File: src/rtl/in_port.sv
// Ten-input switch front end: two-flop synchronizers, per-bit debounce counters,
// a debounced active-high level word and sticky press (rising-edge) flags.
module in_port #(
  parameter int DEBOUNCE = 16
) (
  input  logic        clk,
  input  logic        reset,
  input  logic [9:0]  raw_in,
  input  logic        in_read,
  output logic [15:0] in_out,
  output logic [9:0]  edge_out,
  output logic        edge_pending
);

  localparam logic [9:0] LAST = 10'(DEBOUNCE - 1);

  logic [9:0] sync1;
  logic [9:0] sync2;
  logic [9:0] sync;
  logic [9:0] stable;
  logic [9:0] stable_next;
  logic [9:0] rise;
  logic [9:0] cnt      [10];
  logic [9:0] cnt_next [10];

  // Pins are active-low; invert after the synchronizer so everything downstream is active-high.
  assign sync = ~sync2;

  always_comb begin
    stable_next = stable;
    rise        = '0;
    for (int i = 0; i < 10; i++) begin
      cnt_next[i] = cnt[i];
      if (sync[i] == stable[i]) begin
        cnt_next[i] = '0;
      end else if (cnt[i] == LAST) begin
        stable_next[i] = sync[i];
        cnt_next[i]    = '0;
        rise[i]        = sync[i];
      end else begin
        cnt_next[i] = cnt[i] + 10'd1;
      end
    end
  end

  always_ff @(posedge clk or negedge reset) begin
    if (!reset) begin
      sync1    <= '1;
      sync2    <= '1;
      stable   <= '0;
      edge_out <= '0;
      for (int i = 0; i < 10; i++) begin
        cnt[i] <= '0;
      end
    end else begin
      sync1  <= raw_in;
      sync2  <= sync1;
      stable <= stable_next;
      // A press landing on the same edge as a read survives the clear.
      edge_out <= (in_read ? 10'd0 : edge_out) | rise;
      for (int i = 0; i < 10; i++) begin
        cnt[i] <= cnt_next[i];
      end
    end
  end

  assign in_out       = {6'b0, stable};
  assign edge_pending = |edge_out;

endmodule

File: config.mk
export PLATFORM = sky130hd
export DESIGN_NAME = in_port
export DESIGN_NICKNAME = d
export VERILOG_FILES = /design/src/rtl/in_port.sv
export SDC_FILE = /design/constraint.sdc
export NUM_CORES = 1
export LEC_CHECK = 0
export BUFFER_PORTS_ARGS = -buffer_cell sky130_fd_sc_hd__buf_4
export CORE_MARGIN = 2
export CORE_UTILIZATION = 54
export CTS_CLUSTER_DIAMETER = 30
export DETAILED_ROUTE_END_ITERATION = 16
export PLACE_DENSITY = 0.75
export SKIP_LAST_GASP = 1
export SLEW_MARGIN = 10
export SYNTH_ARGS = -nofsm -noshare
export SYNTH_HDL_FRONTEND = slang
export SYNTH_SLANG_ARGS = --single-unit
File: constraint.sdc
create_clock -name clk -period 2.3 [get_ports clk]
set_input_delay 0 -clock clk [delete_from_list [all_inputs] [get_ports clk]]
set_output_delay 0 -clock clk [all_outputs]
set_load 0.01 [all_outputs]
Word-level counts from Yosys, hierarchy flattened --
Index checks and enable logic that the tools add are counted.
Cells by class: $add $sub $neg 10, equality and inequality tests 20, mux-type cells 41, bitwise operators 12, reduce and logical (&&, ||, !) cells 11
Operators with widths (count):
- 10-bit two-way mux | 21
- 10-bit by 1-bit adder with 10-bit output (second input constant) | 10
- 10-bit by 4-bit == test with 1-bit output (second input constant) | 10
- 1-bit two-way mux | 20
- 2-bit AND reduction | 10
- 1-bit == test | 10
- 1-bit NOT | 10
- 10-bit NOT | 1
- 10-bit OR | 1
- 10-bit OR reduction | 1
Word-level totals: flip-flop bits (word level) 140, input bits 13, output and inout bits 27, logic and storage cells 117

Logic depth before layout (Yosys ltp) --
word-level depth 4, depth in mapped cells 4, depth with buffers taken out 4

Least setup slack after synthesis --
OpenSTA, ideal clock, no wires.
path kind register -> register, from register cnt[94] in the netlist's numbering, to register cnt[91] in the netlist's numbering, library setup time 0.120 ns, arrival time 1.545 ns, required time 2.180 ns, setup slack 0.636 ns, cell stages (with the launch flop) 5, path buffers 1, clock period less this slack 1.664 ns, cell sequence dfrtp_1 > buf_6 > or4_4 > or3_4 > and3_1
RTL lines:
- start: declaration | RTL line 23 | logic [9:0] cnt [10];
- start signal: indexed assignment | RTL line 62 | cnt[i] <= cnt_next[i];

Worst setup path in the final report --
from register edge_out[7], to output port edge_pending
Between the ends: cells in the longest elaborated chain, start to end 1
Ends and longest elaborated chain:
- start: declaration | RTL line 11 | output logic [9:0] edge_out,
- start signal: assignment | RTL line 60 | edge_out <= (in_read ? 10'd0 : edge_out) | rise;
- 10-bit OR reduction | RTL line 68 | assign edge_pending = |edge_out;
- end: declaration | RTL line 12 | output logic edge_pending
No other way between the ends.

==> flow_metrics.env <==
export IMPL_status="complete, no violations"
export IMPL_drv_cap=0
export IMPL_cts_sinks=140
export IMPL_placed_area_sq_mm=0.00705
export IMPL_cts_made_buffers=17
export IMPL_fin_ws_ns=0.315
export IMPL_nets=715
export IMPL_track_usage=0.230
export IMPL_num_rows=40
export IMPL_clk_path_buf_depth=2
export IMPL_fin_util=0.648
export IMPL_antenna_cells=0
export IMPL_fin_crit_sh=0.863
export IMPL_worstMarginPinSlew_ns=0.760
export IMPL_crit_path_max_fanout=3
export IMPL_post_drt_wl_per_cell_um=16.2
export IMPL_clkSlewWorstSetupHoldPaths_ns=0.06
export IMPL_post_cts_resized=0
export IMPL_syn_avg_cell_area_sq_um=10.5
export IMPL_ant_nets=0
export IMPL_cp_required_ns=2.30
export IMPL_setup_violations=0
export IMPL_port_buffers=33
export IMPL_synth_warnings=0
export IMPL_finalNonFillerCells=852
export IMPL_filler_cell_count=907
export IMPL_gp_congestion=0.822
export IMPL_routed_via_density=6.13
export IMPL_antenna_found_initial=0
export IMPL_r2r_cells=3
export IMPL_die_h_um=115
export IMPL_start_util=0.554
export IMPL_grt_pass1_wl_mm=24.0
export IMPL_hold_class="input port to async pin"
export IMPL_report_final_slew_viol_count=0
export IMPL_first_pass_iters=7
export IMPL_syn2layout_area_growth_pct=16.9
export IMPL_drc_errors=0
export IMPL_cp_slowest_cell="nor4_1"
export IMPL_timing_rr_start="cnt[16]$_DFF_PN0_"
export IMPL_drive_gt1_frac=0.176
export IMPL_io_pin_count=40
export IMPL_rsz0062_at_grt="false"
export IMPL_cts_setup_buffers=0
export IMPL_start_kind="flop"
export IMPL_finClkSkew_ns=0.00958
export IMPL_yosysSeqAreaShare=0.530
export IMPL_cts_tree="done"
export IMPL_final_cell_mix="120 x dfrtp_1, 67 x a21oi_1, 50 x o21ai_0, 46 x or3_1"
export IMPL_reg2reg_to="cnt[19]$_DFF_PN0_"
export IMPL_design_core_area_sq_mm=0.0120
export IMPL_cp_cell_sequence="nor4_1, nand4_1, buf_4"
export IMPL_maxClockFrequency_mhz=504
export IMPL_critical_path_top_delay_family="simple AND/OR/NAND/NOR gates"
export IMPL_yosysUniqueCellTypes=35
export IMPL_synthesis_area_sq_mm=0.00666
export IMPL_slew_headroom=0.489
export IMPL_wl_mm=13.8
export IMPL_clock_latency_ns=0.42
export IMPL_min_period_ns=1.99
export IMPL_reg2reg_slack_ns=0.52
export IMPL_crit_buf_inv=1
export IMPL_finalSetupTns_ns=0
export IMPL_leakage_uw=0.00318
export IMPL_ctsHtreeMaxLevel=4
export IMPL_power_density_mw_per_mm2=731
export IMPL_ys_ff_latch=140
export IMPL_grt_max_degree=59
export IMPL_grt_pass1_vias=5049
export IMPL_dp_cells=808
export IMPL_arrival_ns=1.99
export IMPL_final_common_cell="dfrtp_1"
export IMPL_netlist_instances=633
export IMPL_cts_root_buffer="clkbuf_16"
export IMPL_drt_iter0_drc=361
export IMPL_place_ws_ns=0.485
export IMPL_cpPeakStageDelay_ns=0.68
export IMPL_crit_type="flop to output port"
export IMPL_end_kind="output port"
export IMPL_final_area_sq_mm=0.00779
export IMPL_final_hold_viol_count=0
export IMPL_hpwl_mm=9.40
export IMPL_fp_dieArea_sq_mm=0.0132
export IMPL_chipWidth_um=115
export IMPL_grt_remaining_overflow=0
export IMPL_vias=5221
export IMPL_vdd_drop_max_uv=485
## through the flow
step                power [uW]  hold slack [ns]
floorplan                 2790           -0.296
global placement          2900         -0.00840
detailed placement        2910         0.000114
CTS                       5750            0.145
global route              5900            0.172
finish                    5690            0.129
## worst reg2reg max path: cells and delay by family, from the launching register on
kind / cells / cell delay [ns]
simple gates: 1 / 0.57
flops: 1 / 0.42
compound gates: 2 / 0.65
## cells in the mapped netlist (all sizes together)
cell      n  area (sq um)
nand3    27           135
a31oi     3          18.8
xor2     10          87.6
a41o      6          60.1
or3      50           333
and3     14          87.6
dfstp    20           526
a211o     6          53.8
nand4    21           131
buf      12          93.8
o32ai    10           163
or2      10          62.6
a21oi    67           335
ha       10           125
nand4b    9          78.8
o31ai    30           225
inv      34           128
xnor2    20           175
o21ai    50           250
or4      20           188
nand2    30           113
clkbuf    1          3.75
o211ai    4          30.0
nor2     26          97.6
o311ai    4          35.0
dfrtp   120          3000
nor4      8          50.1
mux2      1          11.3
conb      1          3.75
nand2b    9          56.3
## worst max-delay path by stage
stage	startpoint	end	slack, ns	cells after the start
2_1_floorplan	cnt[94]$_DFF_PN0_	cnt[91]$_DFF_PN0_	0.64	4
3_3_place_gp	cnt[27]$_DFF_PN0_	cnt[25]$_DFF_PN0_	0.55	3
3_5_place_dp	cnt[16]$_DFF_PN0_	cnt[19]$_DFF_PN0_	0.48	3
4_1_cts	edge_out[7]$_DFF_PN0_	edge_pending	0.31	3
5_1_grt	edge_out[8]$_DFF_PN0_	edge_pending	0.25	3
6_report	edge_out[7]$_DFF_PN0_	edge_pending	0.31	3
## layout make-up
class,instances,area (sq um),area share
clock inverter,15,189,0.0243
tap,147,184,0.0236
sequential,140,3530,0.453
inverter,34,128,0.0164
timing repair buffer,48,407,0.0522
clock buffer,17,425,0.0546
multi-input combinational,451,2930,0.376
## kinds of logic (layout without fill, tap and decap cells)
logic type	after synthesis	after routing	synth area share
other	1	6	0.000563
xor gates and xnor gates	30	30	0.0395
muxes	1	1	0.00169
and+or+nand+nor	224	224	0.200
DFF	140	140	0.530
buffers and inverters	47	114	0.0338
AOI/OAI and AO/OA	180	180	0.176
adders and majority gates	10	10	0.0188
## power breakdown
part           internal [uW]  leakage (uW)  switching (uW)
combinational            107       0.00104             143
clock                   1720      0.000283            1090
sequential              2550       0.00186            86.9
total                   4380       0.00318            1320
## per-layer routing
layer / up-vias / routed length, um / track usage
li1: 2488 / - / -
met1: 2603 / 5990 / 0.291
met2: 121 / 7120 / 0.388
met3: 9 / 558 / 0.0638
met4: 0 / 115 / 0.0683
met5: - / 0 / 0
## sequential cells by signal, indices dropped and copies added, names as in the netlist
register  count
stable       10
edge_out     10
sync1        10
cnt         100
sync2        10
## what timing repair did
action | CTS | global route
hold endpoints to repair | 119 | 0
setup endpoints to repair | 0 | 0
hold buffers | 12 | 0
Note: power is estimated with default switching activity, not from simulation.
